[config.mk]
export PLATFORM = sky130hd
export DESIGN_NAME = wash_phase_timer
export DESIGN_NICKNAME = d
export VERILOG_FILES = /design/src/rtl/wash_phase_timer.sv
export SDC_FILE = /design/constraint.sdc
export NUM_CORES = 1
export LEC_CHECK = 0
export ABC_AREA = 1
export CAP_MARGIN = 20
export CORE_MARGIN = 3
export CORE_UTILIZATION = 50
export CTS_BUF_LIST = sky130_fd_sc_hd__clkbuf_2 sky130_fd_sc_hd__clkbuf_4 sky130_fd_sc_hd__clkbuf_8
export DETAILED_ROUTE_END_ITERATION = 10
export PLACE_DENSITY = 0.79
export SLEW_MARGIN = 20
export SYNTH_ARGS = -nofsm -noshare
export SYNTH_HDL_FRONTEND = slang
export SYNTH_SLANG_ARGS = --single-unit
[constraint.sdc]
create_clock -name clk -period 3.05 [get_ports clk]
set_input_delay 0.61 -clock clk [delete_from_list [all_inputs] [get_ports clk]]
set_output_delay 0.61 -clock clk [all_outputs]
set_load 0.03 [all_outputs]
[src/rtl/wash_phase_timer.sv]
// wash_phase_timer: times each one-hot washer phase against its programmed
// duration and holds the matching timer_* level once the phase has expired.
module wash_phase_timer #(
    parameter int CNT_W       = 16,
    parameter int PRESCALE    = 1000,
    parameter int SOAK_LOW_T  = 5,
    parameter int SOAK_HIGH_T = 10,
    parameter int WASH_LOW_T  = 8,
    parameter int WASH_HIGH_T = 15,
    parameter int RINSE_T     = 6,
    parameter int SPIN_T      = 4,
    parameter int DRAIN_T     = 3
) (
    input  logic             clk,
    input  logic             rst,
    input  logic             idle,
    input  logic             soak_low,
    input  logic             soak_high,
    input  logic             wash_low,
    input  logic             wash_high,
    input  logic             rinse,
    input  logic             spin,
    input  logic             drain,
    input  logic             stop,
    output logic             timer_soak_low,
    output logic             timer_soak_high,
    output logic             timer_wash_low,
    output logic             timer_wash_high,
    output logic             timer_rinse,
    output logic             timer_spin,
    output logic             timer_drain,
    output logic [CNT_W-1:0] remaining,
    output logic             busy,
    output logic             phase_err
);
    localparam int PW = (PRESCALE > 1) ? $clog2(PRESCALE) : 1;
    localparam logic [PW-1:0] PMAX = PW'(PRESCALE - 1);

    typedef enum logic [1:0] {IDLE, RUN, DONE, ERR} state_t;

    state_t           state;
    logic [6:0]       p, prev_p, tmr;
    logic [PW-1:0]    presc;
    logic [CNT_W-1:0] dur;
    logic             err, none, load;

    assign p    = {soak_low, soak_high, wash_low, wash_high, rinse, spin, drain};
    assign err  = ((p & (p - 7'd1)) != 7'd0) | (idle & (|p));
    assign none = idle | (p == 7'd0);
    // Leaving IDLE or ERR on a one-hot vector always loads, even if P matches prev_p.
    assign load = (p != prev_p) | (state == IDLE) | (state == ERR);
    assign {timer_soak_low, timer_soak_high, timer_wash_low, timer_wash_high,
            timer_rinse, timer_spin, timer_drain} = tmr;

    always_comb begin
        dur = p[6] ? CNT_W'(SOAK_LOW_T)  :
              p[5] ? CNT_W'(SOAK_HIGH_T) :
              p[4] ? CNT_W'(WASH_LOW_T)  :
              p[3] ? CNT_W'(WASH_HIGH_T) :
              p[2] ? CNT_W'(RINSE_T)     :
              p[1] ? CNT_W'(SPIN_T)      : CNT_W'(DRAIN_T);
    end

    always_ff @(posedge clk or negedge rst) begin
        if (!rst) begin
            state     <= IDLE;
            prev_p    <= '0;
            presc     <= '0;
            remaining <= '0;
            tmr       <= '0;
            busy      <= 1'b0;
            phase_err <= 1'b0;
        end else begin
            prev_p <= p;
            if (err) begin
                state     <= ERR;
                tmr       <= '0;
                busy      <= 1'b0;
                phase_err <= 1'b1;
            end else if (none) begin
                state     <= IDLE;
                presc     <= '0;
                remaining <= '0;
                tmr       <= '0;
                busy      <= 1'b0;
                phase_err <= 1'b0;
            end else if (load) begin
                state     <= RUN;
                remaining <= dur;
                presc     <= '0;
                tmr       <= '0;
                busy      <= 1'b1;
                phase_err <= 1'b0;
            end else if (state == RUN) begin
                if (remaining == '0) begin
                    state <= DONE;
                    tmr   <= p;
                    busy  <= 1'b0;
                end else if (!stop) begin
                    presc <= (presc == PMAX) ? '0 : presc + 1'b1;
                    if (presc == PMAX) remaining <= remaining - 1'b1;
                end
            end
        end
    end
endmodule

# After elaboration in Yosys (flattened, before gate mapping)
# Cells that the tools add are included.
[word_totals]
regBits = 44
input_bits = 11
output_inout_bits = 25
word_cells = 72
[classes]
addsub = 3
n_eq_ne = 6
mux = 36
bitwise = 7
reduce_logical = 13
[ops]
columns = ["op", "n"]
rows = [
  ["$mux W16", 6],
  ["$mux W10", 6],
  ["$mux W7", 5],
  ["$logic_not A16 Y1", 1],
  ["$mux W4", 4],
  ["$sub A16 B1 Y16 const B", 1],
  ["$add A10 B1 Y10 const B", 1],
  ["$eq A10 B10 Y1 const B", 1],
  ["$mux W2", 5],
  ["$reduce_bool A3 Y1", 3],
  ["$mux W1", 8],
  ["$reduce_bool A4 Y1", 2],
  ["$and A7 B7 Y7", 1],
  ["$logic_not A7 Y1", 1],
  ["$ne A7 B7 Y1", 1],
  ["$reduce_bool A7 Y1", 1],
  ["$reduce_or A7 Y1", 1],
  ["$sub A7 B1 Y7 const B", 1],
  ["$mux W3", 2],
  ["$reduce_and A5 Y1", 1],
  ["$or A1 B1 Y1", 4],
  ["$reduce_and A4 Y1", 1],
  ["$ne A3 B1 Y1 const B", 1],
  ["$ne A3 B3 Y1 const B", 1],
  ["other kinds (6)", 6],
]

# Depth between registers and ports, before layout
# Gate-level depths: netlist (run 1).
[depth]
word_depth = 8
ltp_mapped = 13

# Least setup slack after synthesis (run 1)
# Ideal clock, no wire load.
[synth_timing]
path_type = "input to register"
from = "input rinse"
to = "register remaining[10]"
t_arrival_ns = 1.824
path_slack_ns = 1.109
path_stages = 12
n_path_buf = 2
cell_sequence = "buf_2 nor2_2 nand2_2 inv_2 nor2_1 nor2_4 nand2_2 nor2_8 nand3_2 buf_2 nand2_1 nand2_1"
[synth_between]
elab_chain_cells = 6
word_cells_on_any_way = 19
cone_classes = "add/sub (1); eq/ne (3); mux (2); bitwise (7); reduce/logical (6)"
[synth_rtl]
columns = ["item", "line", "text"]
rows = [
  ["start, declared", "21", "input logic rinse,"],
  ["$sub A7 B1 Y7", "48", "assign err = ((p & (p - 7'd1)) != 7'd0) | (idle & (|p));"],
  ["$and A7 B7 Y7", "48", ""],
  ["$reduce_bool A7 Y1", "48", ""],
  ["$or A1 B1 Y1", "48", ""],
  ["$not A1 Y1 (no line)", "--", ""],
  ["$reduce_and A5 Y1 (no line)", "--", ""],
  ["end signal, assigned", "89", "remaining <= dur;"],
  ["end signal, assigned", "101", "if (presc == PMAX) remaining <= remaining - 1'b1;"],
  ["end, declared", "32", "output logic [CNT_W-1:0] remaining,"],
]
# Several ways; a longest one is shown, not always the timed one.
# A chain may end at the register's enable or synchronous reset.

# Final worst setup path (run 1)
[layout_timing]
from = "input rinse"
to = "register presc[5]"
[layout_between]
elab_chain_cells = 6
word_cells_on_any_way = 18
cone_classes = "add/sub (1); eq/ne (3); mux (2); bitwise (7); reduce/logical (5)"
[layout_rtl]
columns = ["item", "line", "text"]
rows = [
  ["$sub A7 B1 Y7", "48", ""],
  ["$and A7 B7 Y7", "48", ""],
  ["$reduce_bool A7 Y1", "48", ""],
  ["$or A1 B1 Y1", "48", ""],
  ["$not A1 Y1 (no line)", "--", ""],
  ["$reduce_and A4 Y1 (no line)", "--", ""],
  ["end signal, assigned", "100", "presc <= (presc == PMAX) ? '0 : presc + 1'b1;"],
  ["end, declared", "43", "logic [PW-1:0] presc;"],
]
# Several ways; a longest one is shown, not always the timed one.

==> results of run 1 <==
==> layer usage <==
metal,part of all wire [%],vias up
met5,0,-
met4,0.79,0
met3,4.5,6
met2,45,61
met1,50,1228
li1,-,1418
==> report_power, final <==
group | internal [mW] | switching (mW)
combinational | 0.122 | 0.216
clock | 0.252 | 0.203
sequential | 0.603 | 0.0226
total | 0.978 | 0.441
==> logic make-up (layout without fill, tap and decap cells) <==
group / count (synthesis) / in the layout / synth area share (%)
AO/OA/AOI/OAI: 27 / 27 / 5.15
XOR/XNOR: 13 / 13 / 3.94
adder cells (fa/ha/maj): 3 / 3 / 1.30
buffers and inverters: 61 / 98 / 8.48
flip-flops: 44 / 44 / 38.1
AND/OR/NAND/NOR: 289 / 289 / 43.1
==> metrics by stage <==
stage,util (%),instances,cell area [um^2],power (mW)
floorplan,-,437,2890,0.873
global placement,59.6,538,3300,0.964
detailed placement,59.6,538,3300,0.972
CTS,61.6,546,3410,1.43
global route,61.6,546,3410,1.50
finish,61.6,546,3410,1.42
==> registers in the layout (all words and copies together) (netlist names) <==
signal and cells:
phase_err 1, remaining 16, presc 10, tmr 7, busy 1, prev_p 7, state 2
==> synthesized netlist by cell type, drive strengths merged <==
cell    count
a21o        1
a21oi      11
buf         8
clkbuf      1
dfrtp      44
ha          3
inv        52
nand2     172
nand3      34
nand3b      4
nand4       4
nor2       63
nor3       11
nor3b       1
o21ai      15
xnor2       5
xor2        8
==> worst paths after layout <==
path | to | slack (ns) | depth (start not counted)
max | presc[5]$_DFFE_PN0P_ | 0.58 | 12
min | presc[2]$_DFFE_PN0P_ | 0.46 | 1
max reg2reg | remaining[10]$_DFFE_PN0P_ | 1.05 | 8
min reg2reg | busy$_DFFE_PN0P_ | 0.49 | 2
max in group asynchronous | state[0]$_DFFE_PN0P_ | 1.99 | 1
min in group clk | busy$_DFFE_PN0P_ | 0.49 | 2
==> layout make-up <==
class                   count  area (um^2)  area share (%)
well taps                  72         90.1            2.64
flip-flops and latches     44         1100            32.3
repair buffers             38          368            10.8
inverters                  52          195            5.72
multi-input cells         332         1550            45.3
clock buffers               6         76.3            2.24
clock inverters             2         35.0            1.03
==> layout by cell type (no fill, tap or decap), drive strengths merged <==
| master | count |
|---|---|
| dfrtp | 44 |
| nand2 | 172 |
| buf | 4 |
| xor2 | 8 |
| nand3b | 4 |
| bufinv | 1 |
| nor3b | 1 |
| nand3 | 34 |
| nor3 | 11 |
| a21oi | 11 |
| inv | 52 |
| xnor2 | 5 |
| o21ai | 15 |
| nor2 | 63 |
| clkdlybuf4s50 | 34 |
| ha | 3 |
| nand4 | 4 |
| a21o | 1 |
| clkinv | 1 |
| clkbuf | 6 |
==> worst reg2reg max path: stages, from the launching register on <==
cell and delay, ns:
dfrtp_1 0.40, ha_1 0.20, inv_1 0.07, nor3b_1 0.23, nand3b_1 0.25, nand3_1 0.20, nand3_2 0.32, nand2_1 0.16
nand2_1 0.06
==> summary.txt, run 1 <==
Global routing
  • Busiest grt layer: met2
  • GRT met1 Usage: 29.4%
  • Met3 usage: 4.17%
  • Antenna violations before repair: 0
  • GRT overflow: 0
  • GR Layer Usage met2: 34.1%
  • Vias in the first global route: 2586
  • Largest net degree at the start of global routing: 45
  • Global-route wire length before repair: 11300 um
  • All-Layer GR Usage: 21.2%

Clock tree
  • Worst-Skew Late Latency: 0.30 ns
  • Post-CTS setup buffer count: 0
  • Hold_buf cts: 0
  • Worst-path clk slew: 0.09 ns
  • Cts repair resizes: 0
  • Clock Sink Count: 44
  • Max clock buf depth: 2
  • H-tree levels: 2
  • Root Buffer: clkbuf_8
  • CTS tree: yes
  • Cts bufs inserted: 5

Worst setup path
  • Biggest fanout along the worst timing path: 17
  • RR Startpoint: presc[0]$_DFFE_PN0P_
  • Worst path buffer plus inverter count: 3
  • Worst endpoint required time: 3.23 ns
  • Crit path DAT: 2.64 ns
  • CP cell instances: clkdlybuf4s50_1, inv_1, nand2_1, nand2_1, nor2_1, nand2_1, nor2_2, nand3_1, nand2_4, inv_1, nand2_1, o21ai_0
  • Critical path class: in -> reg
  • Slowest cell on crit path: clkdlybuf4s50_1
  • Worst Setup End Kind: register
  • Worst Setup SP: rinse
  • Slowest cell delay on critical path: 0.67 ns
  • Top Family by Delay on Critical Path: simple AND/OR/NAND/NOR gates
  • Startpoint type of the worst setup path: input port
  • Most used cell, CP: nand2_1

Yosys
  • Synthesized Nets: 451
  • Syn Inst Count: 437
  • Top cell type's share of synthesized area: 38.1%
  • Post-Synthesis Cell Area: 0.00289 mm^2
  • Sequential element share of the synthesized area: 38.1%
  • Top cells by area, synth: dfrtp_1, nand2_1, nor2_1
  • Yosys warns: 0
  • Netlist cell types: 27
  • Syn Area/Cell: 6.62 um^2
  • Register bit total from synthesis: 44
  • Area leader, netlist: dfrtp_1

Drt
  • Pre-antenna DRT Iters: 4
  • Vias per std cell: 4.97
  • Routed via count: 2713
  • Routed wire length per instance: 11.9 um
  • 1st-iter DRT viols: 148
  • Total wire length: 6470 um
  • DRC viols: 0
  • Post-route ant nets: 0

Floorplan
  • IO Count: 36
  • Core area: 0.00554 mm^2
  • Die Y: 82.0 um
  • Die area: 0.00673 mm^2
  • Initial core utilization: 52.2%
  • Cell Rows: 27
  • Die width: 82.0 um

Timing
  • RSZ-0062 raised after global routing: no
  • Crit path time final: 2.47 ns
  • Fmax: 405 MHz
  • Final Setup Violations: 0
  • Total negative slack: 0 ns
  • Clk_skew: 0.00553 ns
  • Final Hold Vio Count: 0
  • Slew @ Worst Pin: 0.968 ns
  • Final period utilization: 80.9%
  • Worst Slack Setup Final: 0.582 ns
  • Final Hold Slack: 0.459 ns
  • Relative slew slack: 35.4%
  • Slew Viols, Final: 0

Worst hold path
  • Hold crit path type: in -> async

Pwr
  • Max rail drop VDD: 0.277 mV
  • Power per Cell Area: 416 mW/mm^2
  • Pleak: 1.77 nW

Finish
  • Antenna diode count: 0
  • Final Net Count: 487
  • Layout cells sized above 1: 6.96%
  • Fillers: 520
  • Area Growth Syn to Fin: 18.0%

Placement
  • Post-DP HPWL: 4780 um
  • Port Buffer Count: 35
  • Pre-CTS setup slack: 0.281 ns
  • GPL Wtd Cong: 0.887

Status
  • Status: completed

Flow run
  • Max Cap Viol: 0
Power figures use the tool's default switching activity.
==> inputs of run 2 (changes only) <==
- clock period: 3.05 -> 2.32 ns (I/O delays scaled with it)
==> summary.txt, run 2 (synthesis gave the netlist of run 1 again) <==
Clock tree
  • Worst-Skew Late Latency: 0.31 ns
  • H-tree levels: 2
  • Hold_buf cts: 0
  • Clock Sink Count: 44
  • Cts bufs inserted: 5
  • CTS tree: yes
  • Root Buffer: clkbuf_8
  • Cts repair resizes: 0
  • Post-CTS setup buffer count: 0
  • Max clock buf depth: 2
  • Worst-path clk slew: 0.09 ns

Flow run
  • Max Cap Viol: 0

Pwr
  • Power per Cell Area: 525 mW/mm^2
  • Switch share: 31.8%
  • Max rail drop VDD: 0.357 mV
  • Sequential share of power: 43.2%
  • Power share of the combinational group: 25.3%
  • Tot Pwr: 1.90 mW
  • Pleak: 1.90 nW
  • Int Power: 1.30 mW
  • Net switching power: 0.604 mW
  • Clock share of power: 31.5%

Drt
  • 1st-iter DRT viols: 210
  • DR top layer: met4
  • Pre-antenna DRT Iters: 6
  • DRC viols: 0
  • Total wire length: 7070 um
  • Routed wire length per instance: 12.4 um
  • Vias per std cell: 5.16
  • Routed wl met3: 367 um
  • WL met2: 3320 um
  • Post-route ant nets: 0
  • Routed via count: 2934
  • M1 wire length: 3260 um

Finish
  • Layout cells sized above 1: 11.3%
  • Fillers: 487
  • Most common cell after layout, fill and taps aside: nand2_1
  • Multi-input logic area: 0.00155 mm^2
  • Reg area: 0.00110 mm^2
  • Largest registers: remaining (16), presc (10)
  • Max FFs per register: 16
  • Area Growth Syn to Fin: 25.3%
  • Most frequent cells in the layout: nand2_1, nor2_1, inv_1, dfrtp_1
  • Final Net Count: 510
  • Reg with most FFs: remaining
  • Antenna diode count: 0

Worst setup path
  • CP cell instances: clkdlybuf4s50_1, inv_1, nand2_1, nand2_1, nor2_1, nand2_1, nor2_2, buf_4, nand3_1, inv_2, nor2_8, nand2_1, nand2_1
  • Startpoint type of the worst setup path: input port
  • Biggest fanout along the worst timing path: 16
  • Slowest cell on crit path: clkdlybuf4s50_1
  • Worst Reg-to-Reg Cells: 9
  • Most used cell, CP: nand2_1
  • Worst Setup SP: rinse
  • Crit path DAT: 2.31 ns
  • Reg2Reg Capture Point: remaining[1]$_DFFE_PN0P_
  • Critical path class: in -> reg
  • Setup crit end: remaining[1]$_DFFE_PN0P_
  • Reg2Reg Setup Slack: 0.40 ns
  • Worst Setup End Kind: register
  • Slowest cell delay on critical path: 0.64 ns
  • RR Startpoint: presc[0]$_DFFE_PN0P_
  • Worst endpoint required time: 2.52 ns

Timing
  • RSZ-0062 raised after global routing: no
  • Slew @ Worst Pin: 0.573 ns
  • Final Hold Vio Count: 0
  • Slew Viols, Final: 0
  • Worst Slack Setup Final: 0.208 ns
  • Relative slew slack: 61.8%
  • Fmax: 473 MHz
  • Final Setup Violations: 0
  • Final period utilization: 91.0%
  • Clk_skew: 0.00713 ns
  • Crit path time final: 2.11 ns

Global routing
  • Antenna violations before repair: 0
  • All-Layer GR Usage: 22.9%
  • Largest net degree at the start of global routing: 45
  • GRT overflow: 0
  • Vias in the first global route: 2694
  • Global-route wire length before repair: 11900 um

Status
  • Status: completed

Placement
  • GPL Wtd Cong: 0.878
  • Pre-CTS setup slack: -0.113 ns
  • Post-DP HPWL: 5280 um
  • Port Buffer Count: 35

Floorplan
  • IO Count: 36
  • Initial core utilization: 52.2%
  • Die area: 0.00673 mm^2
  • Cell Rows: 27
  • Die width: 82.0 um
  • Core area: 0.00554 mm^2
  • Die Y: 82.0 um

Worst hold path
  • Hold crit path type: in -> async
## run 2: cell count changes in the layout (fill, tap and decap cells not counted), sizes merged
cell           delta
clkbuf            -1
buf              +23
clkdlybuf4s50     -1
dlymetal6s2s      +1
clkinvlp          +1
## run 2: worst max-delay path, delay by kind of cell
kind                   cells  cell delay (ns)
buffers and inverters      4             1.07
and+or+nand+nor            9             0.76
## run 2: worst min path at each step
stage	startpoint	to	slack [ns]
CTS	rst	presc[3]$_DFFE_PN0P_	0.25
global route	rst	presc[3]$_DFFE_PN0P_	0.27
floorplan	rst	busy$_DFFE_PN0P_	0.17
global placement	busy$_DFFE_PN0P_	busy$_DFFE_PN0P_	0.46
detailed placement	busy$_DFFE_PN0P_	busy$_DFFE_PN0P_	0.47
finish	rst	presc[3]$_DFFE_PN0P_	0.23
## run 2: final cells by class
| type | instances | area share (%) |
|---|---|---|
| multi-input cells | 332 | 42.6 |
| inverters | 52 | 5.39 |
| well taps | 72 | 2.49 |
| clock inverters | 3 | 1.17 |
| repair buffers | 61 | 16.0 |
| clock buffers | 5 | 1.90 |
| flip-flops and latches | 44 | 30.4 |
## run 2: power by group through the flow
stage	Combinational, mW	Sequential, mW	Clock [mW]
floorplan	0.297	0.850	0
global placement	0.462	0.836	0
detailed placement	0.474	0.836	0
CTS	0.479	0.821	0.606
global route	0.544	0.826	0.640
finish	0.482	0.822	0.599
## run 2: through the flow
stage	hold slack (ns)	utilization [%]	TNS [ns]	cells	instance area [um^2]
after floorplan	0.168	-	0	437	2890
after global placement	0.462	63.3	-1.03	561	3510
after detailed placement	0.471	63.3	-2.04	561	3510
after CTS	0.253	65.4	0	569	3620
after global routing	0.273	65.4	0	569	3620
final	0.228	65.4	0	569	3620
## run 2: layer usage
metal	vias up	global-route usage, %
met1	1352	30.3
met5	-	0
met2	96	37.5
met3	14	4.50
met4	0	7.14
li1	1472	-
